## src/rtl/nibble_serial_adder.sv

```systemverilog
// Wide-operand adder sequencer: feeds one nibble pair per cycle (LSB first) to an
// external 4-bit adder slice and ripples its carry. `define SIGNED_OVF_EN adds ovf.
module nibble_serial_adder #(
  parameter  int NIBBLES = 4,
  localparam int W       = 4 * NIBBLES,
  localparam int IDX_W   = (NIBBLES > 1) ? $clog2(NIBBLES) : 1
) (
  input  logic         clk,
  input  logic         rst,
  input  logic         start,
  input  logic [W-1:0] a,
  input  logic [W-1:0] b,
  input  logic         cin,
  output logic         ready,
  output logic         done,
  output logic [W-1:0] sum,
  output logic         cout,
`ifdef SIGNED_OVF_EN
  output logic         ovf,
`endif
  output logic [3:0]   fa_a,
  output logic [3:0]   fa_b,
  output logic         fa_cin,
  input  logic [3:0]   fa_sum,
  input  logic         fa_cout
);

  typedef enum logic [1:0] {S_IDLE, S_RUN, S_DONE} state_t;

  state_t                  r_state;
  logic [NIBBLES-1:0][3:0] r_a;
  logic [NIBBLES-1:0][3:0] r_b;
  logic [NIBBLES-1:0][3:0] r_sum;
  logic [IDX_W-1:0]        r_idx;
  logic                    r_carry;
  logic                    r_ready;
  logic                    r_done;
  logic                    r_cout;
  logic                    w_run;
  logic                    w_last;
`ifdef SIGNED_OVF_EN
  logic                    r_ovf;
`endif

  assign w_run  = (r_state == S_RUN);
  assign w_last = (r_idx == IDX_W'(NIBBLES - 1));

  // Adder slice sees zeros outside RUN so it never toggles on stale operands.
  assign fa_a   = w_run ? r_a[r_idx] : 4'h0;
  assign fa_b   = w_run ? r_b[r_idx] : 4'h0;
  assign fa_cin = w_run ? r_carry    : 1'b0;

  assign ready = r_ready;
  assign done  = r_done;
  assign sum   = r_sum;
  assign cout  = r_cout;
`ifdef SIGNED_OVF_EN
  assign ovf   = r_ovf;
`endif

  always_ff @(posedge clk or posedge rst) begin
    if (rst) begin
      r_state <= S_IDLE;
      r_a     <= '0;
      r_b     <= '0;
      r_sum   <= '0;
      r_idx   <= '0;
      r_carry <= 1'b0;
      r_ready <= 1'b1;
      r_done  <= 1'b0;
      r_cout  <= 1'b0;
`ifdef SIGNED_OVF_EN
      r_ovf   <= 1'b0;
`endif
    end else begin
      case (r_state)
        S_IDLE: begin
          if (start) begin
            r_a     <= a;
            r_b     <= b;
            r_carry <= cin;
            r_sum   <= '0;
            r_idx   <= '0;
            r_ready <= 1'b0;
            r_state <= S_RUN;
`ifdef SIGNED_OVF_EN
            r_ovf   <= 1'b0;
`endif
          end
        end
        S_RUN: begin
          r_sum[r_idx] <= fa_sum;
          r_carry      <= fa_cout;
          r_idx        <= r_idx + IDX_W'(1);
          if (w_last) begin
            // Final results are registered here so they are valid alongside done.
            r_idx   <= '0;
            r_cout  <= fa_cout;
            r_done  <= 1'b1;
            r_state <= S_DONE;
`ifdef SIGNED_OVF_EN
            r_ovf   <= (r_a[NIBBLES-1][3] == r_b[NIBBLES-1][3]) &&
                       (fa_sum[3] != r_a[NIBBLES-1][3]);
`endif
          end
        end
        S_DONE: begin
          r_done  <= 1'b0;
          r_ready <= 1'b1;
          r_state <= S_IDLE;
        end
        default: r_state <= S_IDLE;
      endcase
    end
  end

endmodule

```

## config.mk

```make
export PLATFORM = sky130hd
export DESIGN_NAME = nibble_serial_adder
export DESIGN_NICKNAME = d
export VERILOG_FILES = /design/src/rtl/nibble_serial_adder.sv
export SDC_FILE = /design/constraint.sdc
export NUM_CORES = 1
export LEC_CHECK = 0
export ABC_AREA = 1
export BUFFER_PORTS_ARGS = -buffer_cell sky130_fd_sc_hd__buf_2
export CAP_MARGIN = 15
export CELL_PAD_IN_SITES_DETAIL_PLACEMENT = 0
export CELL_PAD_IN_SITES_GLOBAL_PLACEMENT = 1
export CORE_MARGIN = 1.5
export CORE_UTILIZATION = 39
export CTS_BUF_LIST = sky130_fd_sc_hd__clkbuf_16
export DETAILED_ROUTE_END_ITERATION = 6
export GPL_TIMING_DRIVEN = 0
export HOLD_SLACK_MARGIN = 0.12
export PLACE_DENSITY = 0.81
export REMOVE_ABC_BUFFERS = 1
export SLEW_MARGIN = 20
export SYNTH_ARGS = -nofsm -noshare
export SYNTH_HDL_FRONTEND = slang
export SYNTH_SLANG_ARGS = --single-unit
```

## constraint.sdc

```tcl
create_clock -name clk -period 1.95 [get_ports clk]
set_clock_uncertainty 0.1 [all_clocks]
set_input_delay 0.0975 -clock clk [delete_from_list [all_inputs] [get_ports clk]]
set_output_delay 0.0975 -clock clk [all_outputs]
set_load 0.02 [all_outputs]
```

# Word-level counts from Yosys, hierarchy flattened
# Index checks and enable logic that the tools add are counted.
# op_classes
n_addsub	1
n_lt_le_gt_ge	2
n_eq_ne	5
muxes	24
n_reduce_logical	11
# op_table
op	n
$pmux 16 s2	1
$mux 4	5
$bmux 4 s2	2
$bwmux 16	1
$mux 16	1
$reduce_and 2->1	6
$demux 4 s2	1
$mux 2	4
$pmux 2 s2	2
$pmux 1 s2	3
$reduce_bool 2->1	3
$eq 2x2->1 const B	2
$mux 1	4
$lt 2x3->1 const B	1
$add 2x1->2 const B	1
$eq 2x1->1 const B	1
$ge 2x1->1 const B	1
$logic_not 2->1	1
$ne 2x1->1 const B	1
$ne 2x2->1 const B	1
$logic_and 1x1->1	1
# word_totals
reg_bits	56
out_inout_bits	28

# Logic depth before layout (Yosys ltp)
# Gate-level depths: netlist of the first run.
# depth
word_depth	6
mapped_depth	9

# Worst setup path after synthesis of the first run
# No wires, ideal clock.
# synth_path
kind	reg-to-reg
start	register r_idx[1]
end	register r_sum, in the netlist sum[0]
setup_time_ps	65
arrival_time_ps	1344
required_time_ps	1785
setup_slack_ps	441
path_stages_with_launch	9
path_cell_list	dfrtp_1 -> buf_2 -> clkinv_1 -> ha_1 -> inv_1 -> nand2_1 -> nand2_1 -> nand2_1 -> nand2_1
# synth_between
elab_chain_cells	6
word_cells_on_any_way	7
cone_classes	2 x order compare; 4 x mux; 1 x reduce/logical
# synth_rtl
element	line	text
from (decl)	34	logic [IDX_W-1:0] r_idx;
from (signal assigned)	94	r_idx <= r_idx + IDX_W'(1);
$lt 2x3->1 (implied by the code) / $ge 2x1->1 (equally long branches)	92	r_sum[r_idx] <= fa_sum;
$logic_and 1x1->1 (implied by the code)	92	
$mux 4 (implied by the code)	92	
$demux 4 s2 (*)	92	
$bwmux 16 (*)	92	
$pmux 16 s2 (*)	76	case (r_state)
to (signal, indexed assignment)	92	
to (decl)	33	logic [NIBBLES-1:0][3:0] r_sum;
# Mark *: on every way between the ends. The rest lies on a longest branch, timed or not.
# A chain may end at the register's enable or synchronous reset.

# Worst setup path after layout of the first run
# layout_path
start	register r_state[1]
end	output port fa_b[1]
# layout_between
elab_chain_cells	2
# layout_rtl
element	line	text
from (decl)	30	state_t r_state;
from (signal assigned)	63	r_state <= S_IDLE;
from (signal assigned)	85	r_state <= S_RUN;
from (signal assigned)	100	r_state <= S_DONE;
$eq 2x1->1	45	assign w_run = (r_state == S_RUN);
$mux 4	50	assign fa_b = w_run ? r_b[r_idx] : 4'h0;
to (decl)	22	output logic [3:0] fa_b,
# Every way passes these cells.

==> out/metrics.cfg, run 1 <==
[run_status]
status=finished, final reports clean

[worst_setup_path]
start_kind=flop
slowest_stage=dfrtp_2
reg2reg_depth=7
crit_buf_inv=2
cp_slowest_stage_delay_ns=0.50
endpoint_kind=output port
crit_chain=nor2_4, inv_2, a21oi_1, buf_2
crit_family=flip-flops
r2r_slack_ns=0.22
worst_ep_arrival_time_ns=1.63
worstSetupStartpoint=r_state[1]
r2r-start=r_idx[0]
cp.required_ns=1.75
crit_type=reg -> out
crit_fanout=13
regToRegEndpoint=sum[11]

[sta]
hold_slack_ns=0.367
fin_crit_ns=1.83
setup_viol=0
fin_crit_sh_pct=93.6
hold_violations=0
fmax_mhz=548
drv_slew=0
setup_tns_ns=0
relSlewSlack_pct=54.0
worst_pin_slew_ns=0.690
rsz0062_at_grt=false

[cells_and_area]
n_antenna_cell=0
layout-drive-gt1-share_pct=30.9
fin_nets=472
nFillCells=666
fin_area_um2=3750
syn_to_final_growth_pct=34.7
utilization_pct=54.7

[clocking]
clk_latency_ns=0.29
clkSinkCount=56
clock_path_buffers=2
cts.clk_slew.worst_paths_ns=0.07
cts_tree=yes
h-tree-depth=2
cts_root_buffer=clkbuf_16
cts_buffers=5

[power]
power_density_nw_per_um2=1490
ir_drop_mv=0.578
leakage_nw=1.98

[route]
routedWlPerCell_um=12.4
firstDrtPassIters=4
vias=2341
wirelength_mm=6.50
drcViolationCount=0
antenna_left=0
drtIter0Drc=128
post_drt_via_cell_ratio=4.48

[job]
cap_violations=0

[die]
dieArea_um2=7660
io-pin-count=69
row_count=30
die_x_um=87.5
core_um2=6870
start_util_pct=40.6
die_h_um=87.5

[global_route]
grt_pass1_wl_mm=10.4
grt_overflow=0
track_usage_pct=17.4
antenna_found_initial=0
grt_max_degree=57
grt_pass1_vias=2234

[synth]
syn_avg_cell_area_um2=8.74
synthCells=319
ys_seq_area_share_pct=50.3
synth_top_cell_by_area=dfrtp_1
syn_area_um2=2790
netlist.area_leader.share_pct=49.4
synth.top_cells.by_area=dfrtp_1 (49%), nand2_1 (15%), o21ai_2 (9.7%)
ys_ff_latch=56
synth.distinct_cells=23
synth_warnings=0

[hold_path]
min_path_cells=2
min-delay-start=sum[12]
hold-path-endpoint=sum[12]
hold_path.class=reg -> reg

[placed_design]
post-dp-hpwl_mm=4.00
place_area_um2=3160
port-buffer-count=68
gp_congestion=0.729

## state kept, by name, indices dropped and copies added (netlist names), 2 cells and up
signal / flops
sum: 16
r_state: 2
r_b: 16
r_a: 16
r_idx: 2
## stage by stage
stage	cells	total power, mW	worst slack (ns)
after detailed placement	472	4.49	-0.180
after floorplan	306	3.73	-0.0781
final	523	5.59	0.125
after global routing	523	6.03	0.0427
after CTS	521	5.60	0.0347
after global placement	470	4.38	-0.472
## routing by layer
metal  part of all wire, %  vias up  global-route usage, %
met4                   1.4        0                   5.48
met1                    48     1065                   24.6
met3                   3.5        7                   2.83
met2                    47       52                   27.3
li1                      -     1217                      -
met5                     0        -                      0
## repair_timing
| action | in CTS | in global routing |
|---|---|---|
| endpoints found under the setup margin | 22 | 29 |
| buffers inserted | 0 | 1 |
| endpoints found under the hold margin | 108 | 0 |
| pin swaps | 1 | 1 |
| cloned | 1 | 1 |
| hold buffers | 40 | 0 |
| gates resized for setup | 3 | 2 |
## how the worst max path moves through the flow
| stage | to | slack [ns] | cells past startpoint |
|---|---|---|---|
| after global routing | fa_b[2] | 0.04 | 4 |
| after global placement | r_a[8] | -0.47 | 5 |
| after CTS | fa_b[0] | 0.03 | 4 |
| after floorplan | r_a[0] | -0.08 | 5 |
| final | fa_b[1] | 0.12 | 4 |
| after detailed placement | sum[11] | -0.18 | 7 |
## cell usage after synthesis
cell type    n
ha_1         5
dfstp_2      1
nand3_1     31
nand2_4      1
o21a_2       1
buf_2        2
o21ai_2     31
nor2_1       1
o21ai_0      4
buf_8        2
buf_6        4
clkinv_1     1
dfrtp_1     55
nand4_1      4
nand2_2      8
nor2_4       2
o21ai_1      1
buf_12       1
buf_4        4
nand2_1    109
inv_2        3
inv_1       40
a21oi_1      8
## worst reg2reg max path: cells and delay by family (launching register included)
family	cells	cell delay [ns]
and+or+nand+nor	4	0.30
adders and majority gates	1	0.30
buffers and inverters	2	0.36
DFF	1	0.57
## logic make-up after synthesis
logic type	share of synthesized area, %
compound gates	12.4
flops	50.3
buf+inv	10.8
simple gates	24.3
fa+ha+maj	2.24
## where the power goes
part           internal (mW)  switching (mW)  total [mW]
Combinational          0.976            1.73        2.70
Sequential              1.64           0.251        1.89
Clock                  0.600           0.398       0.998
## layout make-up
type | count | area [µm²] | area share [%]
inverters | 44 | 169 | 4.50
repair buffers | 111 | 796 | 21.2
multi-input cells | 208 | 1100 | 29.2
clock inverters | 3 | 38.8 | 1.03
clock buffers | 5 | 125 | 3.33
flip-flops and latches | 56 | 1410 | 37.5
well taps | 96 | 120 | 3.20
## cells in the final DEF (no fill, tap or decap), types with 2 or more instances in the layout
| master | instances |
|---|---|
| a21oi_1 | 8 |
| buf_2 | 68 |
| clkbuf_16 | 5 |
| clkinv_2 | 2 |
| dfrtp_1 | 52 |
| dfrtp_2 | 2 |
| dlygate4sd3_1 | 40 |
| ha_1 | 5 |
| inv_1 | 40 |
| inv_2 | 3 |
| nand2_1 | 109 |
| nand2_2 | 8 |
| nand3_1 | 31 |
| nand4_1 | 4 |
| nor2_2 | 2 |
| nor2_4 | 2 |
| o21ai_0 | 4 |
| o21ai_2 | 31 |
Note: power is estimated with default switching activity, not from simulation.
==> inputs of run 2 (changes only) <==
--- a/config.mk
+++ b/config.mk
@@ -11,12 +11,12 @@
 export CELL_PAD_IN_SITES_DETAIL_PLACEMENT = 0
 export CELL_PAD_IN_SITES_GLOBAL_PLACEMENT = 1
 export CORE_MARGIN = 1.5
-export CORE_UTILIZATION = 39
+export CORE_UTILIZATION = 35
 export CTS_BUF_LIST = sky130_fd_sc_hd__clkbuf_16
 export DETAILED_ROUTE_END_ITERATION = 6
 export GPL_TIMING_DRIVEN = 0
 export HOLD_SLACK_MARGIN = 0.12
-export PLACE_DENSITY = 0.81
+export PLACE_DENSITY = 0.77
 export REMOVE_ABC_BUFFERS = 1
 export SLEW_MARGIN = 20
 export SYNTH_ARGS = -nofsm -noshare
==> constraint.sdc (replaced) <==
create_clock -name clk -period 1.49 [get_ports clk]
set_clock_uncertainty 0.1 [all_clocks]
set_input_delay 0.0745 -clock clk [delete_from_list [all_inputs] [get_ports clk]]
set_output_delay 0.0745 -clock clk [all_outputs]
set_load 0.005 [all_outputs]
==> out/metrics.cfg, run 2 (same netlist as run 1, synthesis figures left out) <==
[die]
die_h_um=92.2  ; +5.4%
row_count=32  ; +6.7%
dieArea_um2=8510  ; +11%
core_um2=7730  ; +12%
die_x_um=92.2  ; +5.4%
start_util_pct=36.1  ; -4.5 points
io-pin-count=69  ; unchanged

[clocking]
clkSinkCount=56  ; unchanged
clk_latency_ns=0.29  ; about the same
cts_buffers=5  ; unchanged
cts.clk_slew.worst_paths_ns=0.07  ; about the same
cts_tree=yes
cts_root_buffer=clkbuf_16
clock_path_buffers=2  ; unchanged
h-tree-depth=2  ; unchanged

[hold_path]
hold_path.class=in -> async

[worst_setup_path]
cp.required_ns=1.32  ; -0.43 ns
start_kind=flop
worst_ep_arrival_time_ns=1.43  ; -0.20 ns
endpoint_kind=output port
crit_type=reg -> out
crit_fanout=10  ; -3

[cells_and_area]
finalNonFillerCells=543  ; +3.8%
utilization_pct=52.1  ; -2.6 points
nFillCells=728  ; +9.3%
fin_nets=486  ; +3.0%
seq_area_um2=1410  ; unchanged
syn_to_final_growth_pct=44.3
final_cell_mix=nand2_1 (104), buf_2 (68), dfrtp_1 (52), inv_1 (40), dlygate4sd3_1 (40)
n_antenna_cell=0  ; unchanged
layout-drive-gt1-share_pct=37.4  ; +6.5 points
final_common_cell=nand2_1
multiInputGateArea_um2=1210  ; +10%

[power]
power_density_nw_per_um2=1880  ; +26%
leakage_nw=2.07  ; +4.8%
ir_drop_mv=0.849  ; +47%

[route]
vias=2451  ; +4.7%
post_drt_via_cell_ratio=4.51  ; +0.84%
antenna_left=0  ; unchanged
drtIter0Drc=69  ; -46%
routedWlPerCell_um=12.9  ; +4.1%
drcViolationCount=0  ; unchanged
firstDrtPassIters=4  ; unchanged
wirelength_mm=7.02  ; +8.0%

[sta]
fmax_mhz=624
hold_violations=0  ; unchanged
fin_crit_sh_pct=108
hold_slack_ns=0.358  ; -0.00868 ns
drv_slew=0  ; unchanged
fin_crit_ns=1.60
setup_viol=20  ; +20
fin_ws_ns=-0.113  ; -0.238 ns
relSlewSlack_pct=54.2  ; +0.17 points
worst_pin_slew_ns=0.687  ; -0.00251 ns
setup_tns_ns=-1.01  ; -1.01 ns
rsz0062_at_grt=true

[global_route]
antenna_found_initial=0  ; unchanged
track_usage_pct=17.4  ; +0.049 points
grt_max_degree=57  ; unchanged
grt_overflow=0  ; unchanged
grt_pass1_vias=2495  ; +12%
grt_pass1_wl_mm=11.6  ; +12%

[placed_design]
gp_congestion=0.719  ; -1.4%
post-dp-hpwl_mm=4.15  ; +3.9%
place_ws_ns=-0.680  ; -0.500 ns
port-buffer-count=68  ; unchanged
placed_cells=478  ; +1.3%

[run_status]
violations=negative setup slack
status=complete, but fails checks

[job]
cap_violations=0  ; unchanged

==> run 2: changes by cell type in the layout (fill, tap and decap cells not counted), sizes merged <==
cell | before | now
clkbuf | 5 | 6
clkinvlp | 0 | 1
buf | 71 | 84
bufinv | 1 | 0
==> run 2: what timing repair did <==
item / CTS / global route
endpoints found under the setup margin: 64 / 43
gates cloned: 2 / 1
hold buffers: 40 / 0
pin swaps: 4 / 8
resized for setup: 15 / 26
buffers inserted: 9 / 5
endpoints found under the hold margin: 108 / 0
==> run 2: layout make-up <==
class                           instances  area share, %
Sequential cell                        56           35.0
Tap cell                              102           3.17
Clock buffer                            5           3.11
Clock inverter                          3          0.373
Multi-Input combinational cell        208           30.1
Timing Repair Buffer                  125           23.8
Inverter                               44           4.48
==> run 2: per-layer routing <==
layer,vias up,wire length (µm),GRT usage (%)
met5,-,0,0
met1,1135,3210,22.0
met3,16,191,2.82
met2,53,3430,29.6
met4,0,198,7.18
li1,1247,-,-
==> run 2: stage by stage <==
step	instance area, µm²	power (mW)
after detailed placement	3170	5.54
after floorplan	2650	4.53
final	4020	7.55
after global routing	4020	8.21
after global placement	3120	5.38
after CTS	3860	7.19
==> run 2: path summary, 6_finish.rpt <==
path,startpoint,depth (start not counted),slack (ns),end
worst min register to register,sum[6],2,0.37,sum[6]
worst max-delay path,r_idx[0],5,-0.11,fa_b[2]
max in group asynchronous,rst,3,0.43,r_idx[0]
worst min-delay path,rst,3,0.36,sum[7]
worst max register to register,r_idx[0],7,-0.03,sum[1]
min in group clk,sum[6],2,0.37,sum[6]
==> run 2: power by group <==
part	internal, mW	total [mW]	switching [mW]
combinational	1.70	3.96	2.26
sequential	2.15	2.46	0.306
clock	0.612	1.13	0.517
==> run 2: critical path, cell delays in order (launching register included) <==
cell	delay (ns)
dfrtp_4	0.55
buf_12	0.17
nand2_1	0.06
nand3_1	0.09
a21oi_2	0.15
buf_2	0.12
